==> src/rtl/buf_arbiter_if.sv <==
// rtl/buf_arbiter_if.sv - requester and buffer port bundle for buf_arbiter
interface buf_arbiter_if #(
    parameter int DW = 32,
    parameter int AW = 8
);
    logic          R0_REQ;
    logic          R0_WR;
    logic [AW-1:0] R0_ADDR;
    logic [DW-1:0] R0_DAT_I;
    logic [DW-1:0] R0_DAT_O;
    logic          R0_ACK;
    logic          R0_ERR;

    logic          R1_REQ;
    logic          R1_WR;
    logic [AW-1:0] R1_ADDR;
    logic [DW-1:0] R1_DAT_I;
    logic [DW-1:0] R1_DAT_O;
    logic          R1_ACK;
    logic          R1_ERR;

    logic          BUF_REQ;
    logic          BUF_WR;
    logic [AW-1:0] BUF_ADDR_O;
    logic [DW-1:0] BUF_DATA_O;
    logic [DW-1:0] BUF_DATA_I;
    logic          BUF_ACK;
    logic          BUF_ERR;

    logic [1:0]    GNT;

    // master is the arbiter, slave is the requesters plus the buffer
    modport master (
        input  R0_REQ, R0_WR, R0_ADDR, R0_DAT_I,
        output R0_DAT_O, R0_ACK, R0_ERR,
        input  R1_REQ, R1_WR, R1_ADDR, R1_DAT_I,
        output R1_DAT_O, R1_ACK, R1_ERR,
        output BUF_REQ, BUF_WR, BUF_ADDR_O, BUF_DATA_O,
        input  BUF_DATA_I, BUF_ACK, BUF_ERR,
        output GNT
    );

    modport slave (
        output R0_REQ, R0_WR, R0_ADDR, R0_DAT_I,
        input  R0_DAT_O, R0_ACK, R0_ERR,
        output R1_REQ, R1_WR, R1_ADDR, R1_DAT_I,
        input  R1_DAT_O, R1_ACK, R1_ERR,
        input  BUF_REQ, BUF_WR, BUF_ADDR_O, BUF_DATA_O,
        output BUF_DATA_I, BUF_ACK, BUF_ERR,
        input  GNT
    );
endinterface

==> src/rtl/buf_arbiter.sv <==
// rtl/buf_arbiter.sv - two-requester round-robin arbiter for the buffer port with access timeout
module buf_arbiter #(
    parameter int DW      = 32,
    parameter int AW      = 8,
    parameter int TIMEOUT = 16,
    parameter int CW      = 5
) (
    input  logic           WB_CLK_I,
    input  logic           WB_RST_N_I,
    buf_arbiter_if.master  bus
);
    typedef enum logic [1:0] {IDLE, WAIT, RESP} state_t;

    localparam logic [CW-1:0] CNT_LAST = CW'(TIMEOUT - 1);

    state_t        state;
    logic [CW-1:0] cnt;
    logic          last;
    logic          owner;
    logic          win;
    logic [DW-1:0] resp_dat;
    logic          resp_err;

    // On a tie the requester not served last wins; otherwise whoever asks
    always_comb begin
        win = (bus.R0_REQ && bus.R1_REQ) ? ~last : bus.R1_REQ;
    end

    // Timeout path returns zero data with error; writes never return data
    always_comb begin
        resp_dat = '0;
        resp_err = 1'b1;
        if (bus.BUF_ACK) begin
            resp_dat = bus.BUF_WR ? '0 : bus.BUF_DATA_I;
            resp_err = bus.BUF_ERR;
        end
    end

    always_ff @(posedge WB_CLK_I) begin
        if (!WB_RST_N_I) begin
            state          <= IDLE;
            cnt            <= '0;
            last           <= 1'b1;
            owner          <= 1'b0;
            bus.BUF_REQ    <= 1'b0;
            bus.BUF_WR     <= 1'b0;
            bus.BUF_ADDR_O <= '0;
            bus.BUF_DATA_O <= '0;
            bus.GNT        <= 2'b00;
            bus.R0_DAT_O   <= '0;
            bus.R0_ACK     <= 1'b0;
            bus.R0_ERR     <= 1'b0;
            bus.R1_DAT_O   <= '0;
            bus.R1_ACK     <= 1'b0;
            bus.R1_ERR     <= 1'b0;
        end else begin
            case (state)
                IDLE: begin
                    if (bus.R0_REQ || bus.R1_REQ) begin
                        owner          <= win;
                        last           <= win;
                        bus.BUF_REQ    <= 1'b1;
                        bus.BUF_WR     <= win ? bus.R1_WR    : bus.R0_WR;
                        bus.BUF_ADDR_O <= win ? bus.R1_ADDR  : bus.R0_ADDR;
                        bus.BUF_DATA_O <= win ? bus.R1_DAT_I : bus.R0_DAT_I;
                        bus.GNT        <= win ? 2'b10 : 2'b01;
                        cnt            <= '0;
                        state          <= WAIT;
                    end
                end
                WAIT: begin
                    if (bus.BUF_ACK || cnt == CNT_LAST) begin
                        bus.BUF_REQ <= 1'b0;
                        if (owner) begin
                            bus.R1_DAT_O <= resp_dat;
                            bus.R1_ERR   <= resp_err;
                            bus.R1_ACK   <= 1'b1;
                        end else begin
                            bus.R0_DAT_O <= resp_dat;
                            bus.R0_ERR   <= resp_err;
                            bus.R0_ACK   <= 1'b1;
                        end
                        state <= RESP;
                    end else begin
                        cnt <= cnt + 1'b1;
                    end
                end
                RESP: begin
                    bus.R0_ACK     <= 1'b0;
                    bus.R0_ERR     <= 1'b0;
                    bus.R1_ACK     <= 1'b0;
                    bus.R1_ERR     <= 1'b0;
                    bus.GNT        <= 2'b00;
                    bus.BUF_WR     <= 1'b0;
                    bus.BUF_ADDR_O <= '0;
                    bus.BUF_DATA_O <= '0;
                    state          <= IDLE;
                end
                default: state <= IDLE;
            endcase
        end
    end
endmodule

==> src/flat_wrapper.sv <==
// flat-port wrapper written by rule: the top's interface ports become plain ports
module buf_arbiter_flat 
#(
    parameter int DW      = 32,
    parameter int AW      = 8,
    parameter int TIMEOUT = 16,
    parameter int CW      = 5
)
  (WB_CLK_I, WB_RST_N_I, bus_R0_REQ, bus_R0_WR, bus_R0_ADDR, bus_R0_DAT_I, bus_R0_DAT_O, bus_R0_ACK, bus_R0_ERR, bus_R1_REQ, bus_R1_WR, bus_R1_ADDR, bus_R1_DAT_I, bus_R1_DAT_O, bus_R1_ACK, bus_R1_ERR, bus_BUF_REQ, bus_BUF_WR, bus_BUF_ADDR_O, bus_BUF_DATA_O, bus_BUF_DATA_I, bus_BUF_ACK, bus_BUF_ERR, bus_GNT);
  buf_arbiter_if #(.DW(DW), .AW(AW)) bus_i ();
  input  logic WB_CLK_I;
  input  logic WB_RST_N_I;
  input wire logic [$bits(bus_i.R0_REQ)-1:0] bus_R0_REQ;
  input wire logic [$bits(bus_i.R0_WR)-1:0] bus_R0_WR;
  input wire logic [$bits(bus_i.R0_ADDR)-1:0] bus_R0_ADDR;
  input wire logic [$bits(bus_i.R0_DAT_I)-1:0] bus_R0_DAT_I;
  output wire logic [$bits(bus_i.R0_DAT_O)-1:0] bus_R0_DAT_O;
  output wire logic [$bits(bus_i.R0_ACK)-1:0] bus_R0_ACK;
  output wire logic [$bits(bus_i.R0_ERR)-1:0] bus_R0_ERR;
  input wire logic [$bits(bus_i.R1_REQ)-1:0] bus_R1_REQ;
  input wire logic [$bits(bus_i.R1_WR)-1:0] bus_R1_WR;
  input wire logic [$bits(bus_i.R1_ADDR)-1:0] bus_R1_ADDR;
  input wire logic [$bits(bus_i.R1_DAT_I)-1:0] bus_R1_DAT_I;
  output wire logic [$bits(bus_i.R1_DAT_O)-1:0] bus_R1_DAT_O;
  output wire logic [$bits(bus_i.R1_ACK)-1:0] bus_R1_ACK;
  output wire logic [$bits(bus_i.R1_ERR)-1:0] bus_R1_ERR;
  output wire logic [$bits(bus_i.BUF_REQ)-1:0] bus_BUF_REQ;
  output wire logic [$bits(bus_i.BUF_WR)-1:0] bus_BUF_WR;
  output wire logic [$bits(bus_i.BUF_ADDR_O)-1:0] bus_BUF_ADDR_O;
  output wire logic [$bits(bus_i.BUF_DATA_O)-1:0] bus_BUF_DATA_O;
  input wire logic [$bits(bus_i.BUF_DATA_I)-1:0] bus_BUF_DATA_I;
  input wire logic [$bits(bus_i.BUF_ACK)-1:0] bus_BUF_ACK;
  input wire logic [$bits(bus_i.BUF_ERR)-1:0] bus_BUF_ERR;
  output wire logic [$bits(bus_i.GNT)-1:0] bus_GNT;
  assign bus_i.R0_REQ = bus_R0_REQ;
  assign bus_i.R0_WR = bus_R0_WR;
  assign bus_i.R0_ADDR = bus_R0_ADDR;
  assign bus_i.R0_DAT_I = bus_R0_DAT_I;
  assign bus_R0_DAT_O = bus_i.R0_DAT_O;
  assign bus_R0_ACK = bus_i.R0_ACK;
  assign bus_R0_ERR = bus_i.R0_ERR;
  assign bus_i.R1_REQ = bus_R1_REQ;
  assign bus_i.R1_WR = bus_R1_WR;
  assign bus_i.R1_ADDR = bus_R1_ADDR;
  assign bus_i.R1_DAT_I = bus_R1_DAT_I;
  assign bus_R1_DAT_O = bus_i.R1_DAT_O;
  assign bus_R1_ACK = bus_i.R1_ACK;
  assign bus_R1_ERR = bus_i.R1_ERR;
  assign bus_BUF_REQ = bus_i.BUF_REQ;
  assign bus_BUF_WR = bus_i.BUF_WR;
  assign bus_BUF_ADDR_O = bus_i.BUF_ADDR_O;
  assign bus_BUF_DATA_O = bus_i.BUF_DATA_O;
  assign bus_i.BUF_DATA_I = bus_BUF_DATA_I;
  assign bus_i.BUF_ACK = bus_BUF_ACK;
  assign bus_i.BUF_ERR = bus_BUF_ERR;
  assign bus_GNT = bus_i.GNT;
  buf_arbiter #(.DW(DW), .AW(AW), .TIMEOUT(TIMEOUT), .CW(CW)) u_core (.WB_CLK_I(WB_CLK_I), .WB_RST_N_I(WB_RST_N_I), .bus(bus_i));
endmodule
==> config.mk <==
export PLATFORM = sky130hd
export DESIGN_NAME = buf_arbiter_flat
export DESIGN_NICKNAME = d
export VERILOG_FILES = /design/src/rtl/buf_arbiter_if.sv /design/src/rtl/buf_arbiter.sv /design/src/flat_wrapper.sv
export SDC_FILE = /design/constraint.sdc
export NUM_CORES = 1
export LEC_CHECK = 0
export CORE_MARGIN = 5
export CORE_UTILIZATION = 43
export CTS_CLUSTER_SIZE = 8
export DETAILED_ROUTE_END_ITERATION = 7
export PLACE_DENSITY = 0.81
export SLEW_MARGIN = 20
export SYNTH_ARGS = -nofsm -noshare
export SYNTH_HDL_FRONTEND = slang
export SYNTH_SLANG_ARGS = --single-unit
export TNS_END_PERCENT = 100
==> constraint.sdc <==
create_clock -name WB_CLK_I -period 2.42 [get_ports WB_CLK_I]
set_clock_uncertainty 0.05 [all_clocks]
set_input_delay 0.484 -clock WB_CLK_I [delete_from_list [all_inputs] [get_ports WB_CLK_I]]
set_output_delay 0.484 -clock WB_CLK_I [all_outputs]
set_load 0.005 [all_outputs]
After elaboration in Yosys (flattened, before gate mapping)
Cells that the tools add are included.

word-level totals
  output and inout port bits = 112
  input port bits = 120
  logic and storage cells = 79
  flip-flop bits (word level) = 121

operators by class
  reduce and logical (&&, ||, !) cells = 16
  bitwise gates (word level) = 2
  mux-type cells = 37
  $add $sub $neg = 1
  equality and inequality tests = 8

operator list
  operator               count
  $mux W32               4
  $pmux W32 S2           1
  $reduce_and A3 Y1      6
  $mux W8                2
  $pmux W8 S2            1
  $mux W1                14
  $pmux W1 S2            6
  $mux W5                2
  $pmux W5 S2            1
  $mux W2                4
  $pmux W2 S2            2
  $ne A2 B1 Y1 const B   3
  $reduce_and A2 Y1      3
  $reduce_bool A2 Y1     3
  $add A5 B1 Y5 const B  1
  $eq A5 B4 Y1 const B   1
  $ne A2 B2 Y1 const B   2
  $eq A2 B1 Y1 const B   1
  $eq A2 B2 Y1 const B   1
  $logic_not A2 Y1       1
  $logic_or A1 B1 Y1     2
  $not A1 Y1             2
  $logic_and A1 B1 Y1    1

Depth between registers and ports, before layout
  word-level depth = 5
  gate-level depth with buffers = 9
  mapped depth without buffers = 7

Worst setup path after synthesis
No wires, ideal clock.

  kind = reg-to-reg
  start point = reg u_core.cnt[0]
  end point = reg u_core.cnt[2]
  path slack = 0.506 ns
  buffers on the path = 1
  period minus slack after synthesis = 1.914 ns
  data required time = 2.298 ns
  stages on the path, launching flop included = 9
  data arrival time = 1.792 ns
  library setup time = 0.072 ns
  cells stage by stage = dfxtp_1 > ha_1 > inv_1 > nor3_1 > ha_1 > buf_2 > or3b_4 > a211oi_1 > mux2i_1

between the ends
  word-level cells in the longest chain between the ends = 4
  elaborated cells on any way between the ends = 7
  classes of those cells = add/sub (1); eq/ne (2); mux (2); reduce/logical (2)

RTL lines
  item                                                                   line               text
  start: declaration                                                     buf_arbiter.sv:17  logic [CW-1:0] cnt;
  start signal: assignment                                               buf_arbiter.sv:85  cnt <= cnt + 1'b1;
  parallel branches: the longest is 4 deep, another holds $add A5 B1 Y5  --

Parallel ways; which one is timed is not known. The select of a mux whose other input is x is not followed.
A chain may end at the register's enable or synchronous reset.

Final worst setup path
  start point = reg u_core.state[0]
  end point = reg u_core.bus.BUF_DATA_O[30]

between the ends
  word-level cells in the longest chain between the ends = 3
  elaborated cells on any way between the ends = 6
  classes of those cells = eq/ne (2); mux (1); reduce/logical (3)

RTL lines
  item                                                                 line                  text
  start: declaration                                                   buf_arbiter.sv:16     state_t state;
  start signal: assignment                                             buf_arbiter.sv:41     state <= IDLE;
  start signal: assignment                                             buf_arbiter.sv:68     state <= WAIT;
  start signal: assignment                                             buf_arbiter.sv:83     state <= RESP;
  $eq A2 B2 Y1 / $logic_not A2 Y1 (equally long branches)              buf_arbiter.sv:57     case (state)
  $reduce_bool A2 Y1 (no line) / $ne A2 B1 Y1 (equally long branches)  --
  $reduce_and A2 Y1 (no line)                                          --
  end signal: assignment                                               buf_arbiter.sv:65     bus.BUF_DATA_O <= win ? bus.R1_DAT_I : bus.R0_DAT_I;
  end: declaration                                                     buf_arbiter_if.sv:38  output BUF_REQ, BUF_WR, BUF_ADDR_O, BUF_DATA_O,

Several ways; a longest one is shown, not always the timed one.

==> flow_metrics.py <==
metrics = {
    "route": {
        "viasPerCell": 5.61,
        "vias": 5449,
        "first_pass_iters": 5,
        "finalWirelength_mm": 18.4,
        "drt_iter0_markers": 458,
        "postRouteAntennaNets": 0,
        "wl_per_cell_um": 18.9,
        "drc": 0,
    },
    "clock_tree": {
        "worstSkewPairLatency_ns": 0.42,
        "htreeDepth": 4,
        "post-cts-setup-buffers": 0,
        "clock-sinks": 121,
        "clock-root-buffer": "clkbuf_16",
        "cts-buffers-inserted": 17,
        "cts_hold_buffers": 0,
        "path_clk_slew_ns": 0.05,
        "clockBufferDepth": 2,
        "cts_tree": "built",
        "cts_resized": 0,
    },
    "power_and_ir_drop": {
        "ir_worst_vdd_mv": 0.509,
        "p_leak_nw": 3.04,
        "pwr-share-clk": 0.421,
        "internal-power_w": 0.00426,
        "powerDensity_nw_per_um2": 685,
        "p_sw_frac": 0.251,
        "p_comb_frac": 0.191,
        "power_frac_seq": 0.388,
        "p_switching_w": 0.00143,
    },
    "timing": {
        "max_freq_mhz": 451,
        "relSlewSlack": 0.451,
        "finalSetupViolCount": 0,
        "fin_crit_sh": 0.916,
        "hold_violations": 0,
        "finalSetupTns_ns": 0,
        "rsz0062_at_grt": "no",
        "maxSlewViolCount": 0,
        "min_period_ns": 2.22,
        "max_slew.worst_pin.slew_ns": 0.823,
    },
    "cells_and_area": {
        "syn2layout_area_growth_pct": 55.0,
        "stdcell_area_um2": 8300,
        "fillCellCount": 926,
        "final_common_cell": "clkdlybuf4s50_1",
        "final_cell_mix": "clkdlybuf4s50_1, dfxtp_1, a21boi_0",
        "drive_above_1_share": 0.0647,
        "antennaDiodeCount": 0,
        "finish.utilization": 0.685,
        "nNetsFinal": 917,
    },
    "flow_run": {
        "cap_violations": 0,
    },
    "floorplan": {
        "coreArea_um2": 12100,
        "die_w_um": 122,
        "die_h_um": 122,
        "ios": 232,
        "start_util": 0.442,
        "dieArea_um2": 14800,
        "rows": 40,
    },
    "setup_path": {
        "critPathSlowestCell": "o21a_2",
        "critPathKind": "reg2reg",
        "cp_top_family": "compound AO/OA/AOI/OAI gates",
        "arrival_ns": 2.52,
        "slowest_delay_ns": 0.72,
        "endpoint_kind": "flip-flop",
        "r2r-start": "u_core.state[0]",
        "cp-startpoint": "u_core.state[0]",
        "crit_required_ns": 2.72,
        "crit_fanout": 40,
        "startpoint_type": "flip-flop",
        "worst-path-buf-inv": 1,
        "path_cells": "inv_1, ha_1, nor2_1, o21a_2, a221o_1",
    },
    "yosys": {
        "synth_edf_count": 0,
        "async_flop_share": 0,
        "yosysWarnings": 0,
        "synth_ff_type": "dfxtp_1",
        "synth-seq-area-share": 0.452,
        "synthesis.area_um2": 5360,
        "ys_seq_elements": 121,
        "synth_fp_nets": 711,
        "postSynthAreaPerCell_um2": 9.14,
        "ys_types": 41,
        "netlist_instances": 586,
    },
    "hold_path": {
        "hp-start": "WB_RST_N_I",
        "hold_class": "in2reg",
    },
    "status": {
        "outcome": "finished, final reports clean",
    },
    "global_route": {
        "grt_max_degree": 85,
        "antenna_found_initial": 0,
        "grt_pass1_wl_mm": 28.4,
        "grt_pass1_vias": 5402,
        "grt_overflow": 0,
        "track_usage": 0.245,
    },
    "placed_design": {
        "dpl_cell_area_um2": 7750,
        "place_congestion": 0.784,
        "numPortBuffers": 231,
        "hpwl_mm": 12.9,
    },
}
## worst reg2reg max path, delay by kind of cell, from the launching register on
family | cells | cell delay (ns)
buf+inv | 1 | 0.08
fa+ha+maj | 1 | 0.34
simple gates | 1 | 0.30
flops | 1 | 0.36
compound gates | 2 | 1.03
## metal layers
layer	GRT usage	wire length [um]	up-vias
met1	0.258	6680	2636
li1	-	-	2522
met3	0.0891	1670	40
met2	0.437	9480	251
met5	0	0	-
met4	0.105	582	0
## synth_stat cells, types with 11 or more instances
cell / count / area share
dfxtp_1: 121 / 0.45
a21boi_0: 54 / 0.076
inv_1: 48 / 0.034
nand2_1: 43 / 0.030
nor3_1: 41 / 0.038
a221o_1: 40 / 0.075
o21ai_0: 39 / 0.036
nand3_1: 37 / 0.035
nand4b_1: 32 / 0.052
clkbuf_1: 27 / 0.019
a21boi_1: 15 / 0.021
buf_2: 14 / 0.013
buf_6: 11 / 0.023
## cell type report
cell class / instances / area (um^2) / share of cell area
sequential: 121 / 2420 / 0.292
tap: 168 / 210 / 0.0253
multi-input combinational: 357 / 2430 / 0.293
inverter: 48 / 180 / 0.0217
clock buffer: 23 / 458 / 0.0552
clock inverter: 8 / 97.6 / 0.0118
timing repair buffer: 247 / 2500 / 0.301
## kinds of logic after synthesis
kind of cell,synth area share
mux,0.0168
flops,0.452
buf+inv,0.0958
fa+ha+maj,0.0117
compound gates,0.242
simple gates,0.181
## stage by stage
step                      instances  hold slack, ns  total power (W)  worst slack (ns)
final                           972           0.348          0.00569             0.203
after global routing            972           0.331          0.00590            0.0343
after detailed placement        941           0.397          0.00332            0.0308
after floorplan                 586           0.385          0.00275             0.506
after global placement          941           0.392          0.00329             0.102
after CTS                       972           0.329          0.00571             0.229
## final timing paths
path                               end  slack (ns)  depth (start not counted)
max reg2reg  u_core.bus.BUF_DATA_O[30]        0.20                          5
min reg2reg    u_core.bus.R1_DAT_O[19]        0.41                          2
min                  u_core.bus.GNT[1]        0.35                          2
max          u_core.bus.BUF_DATA_O[30]        0.20                          5
## registers in the layout, indices dropped and copies added, names as in the netlist, 2 cells and up
register               cells
u_core.bus.BUF_ADDR_O      8
u_core.bus.BUF_DATA_O     32
u_core.bus.GNT             2
u_core.bus.R0_DAT_O       32
u_core.bus.R1_DAT_O       32
u_core.cnt                 5
u_core.state               2
## power groups by stage
stage	logic, W	registers (W)	clock network (W)
2_1_floorplan	0.000499	0.00225	0
3_3_place_gp	0.00104	0.00224	0
3_5_place_dp	0.00107	0.00225	0
4_1_cts	0.00108	0.00221	0.00242
5_1_grt	0.00116	0.00222	0.00252
6_report	0.00109	0.00221	0.00239
Power figures use the tool's default switching activity.
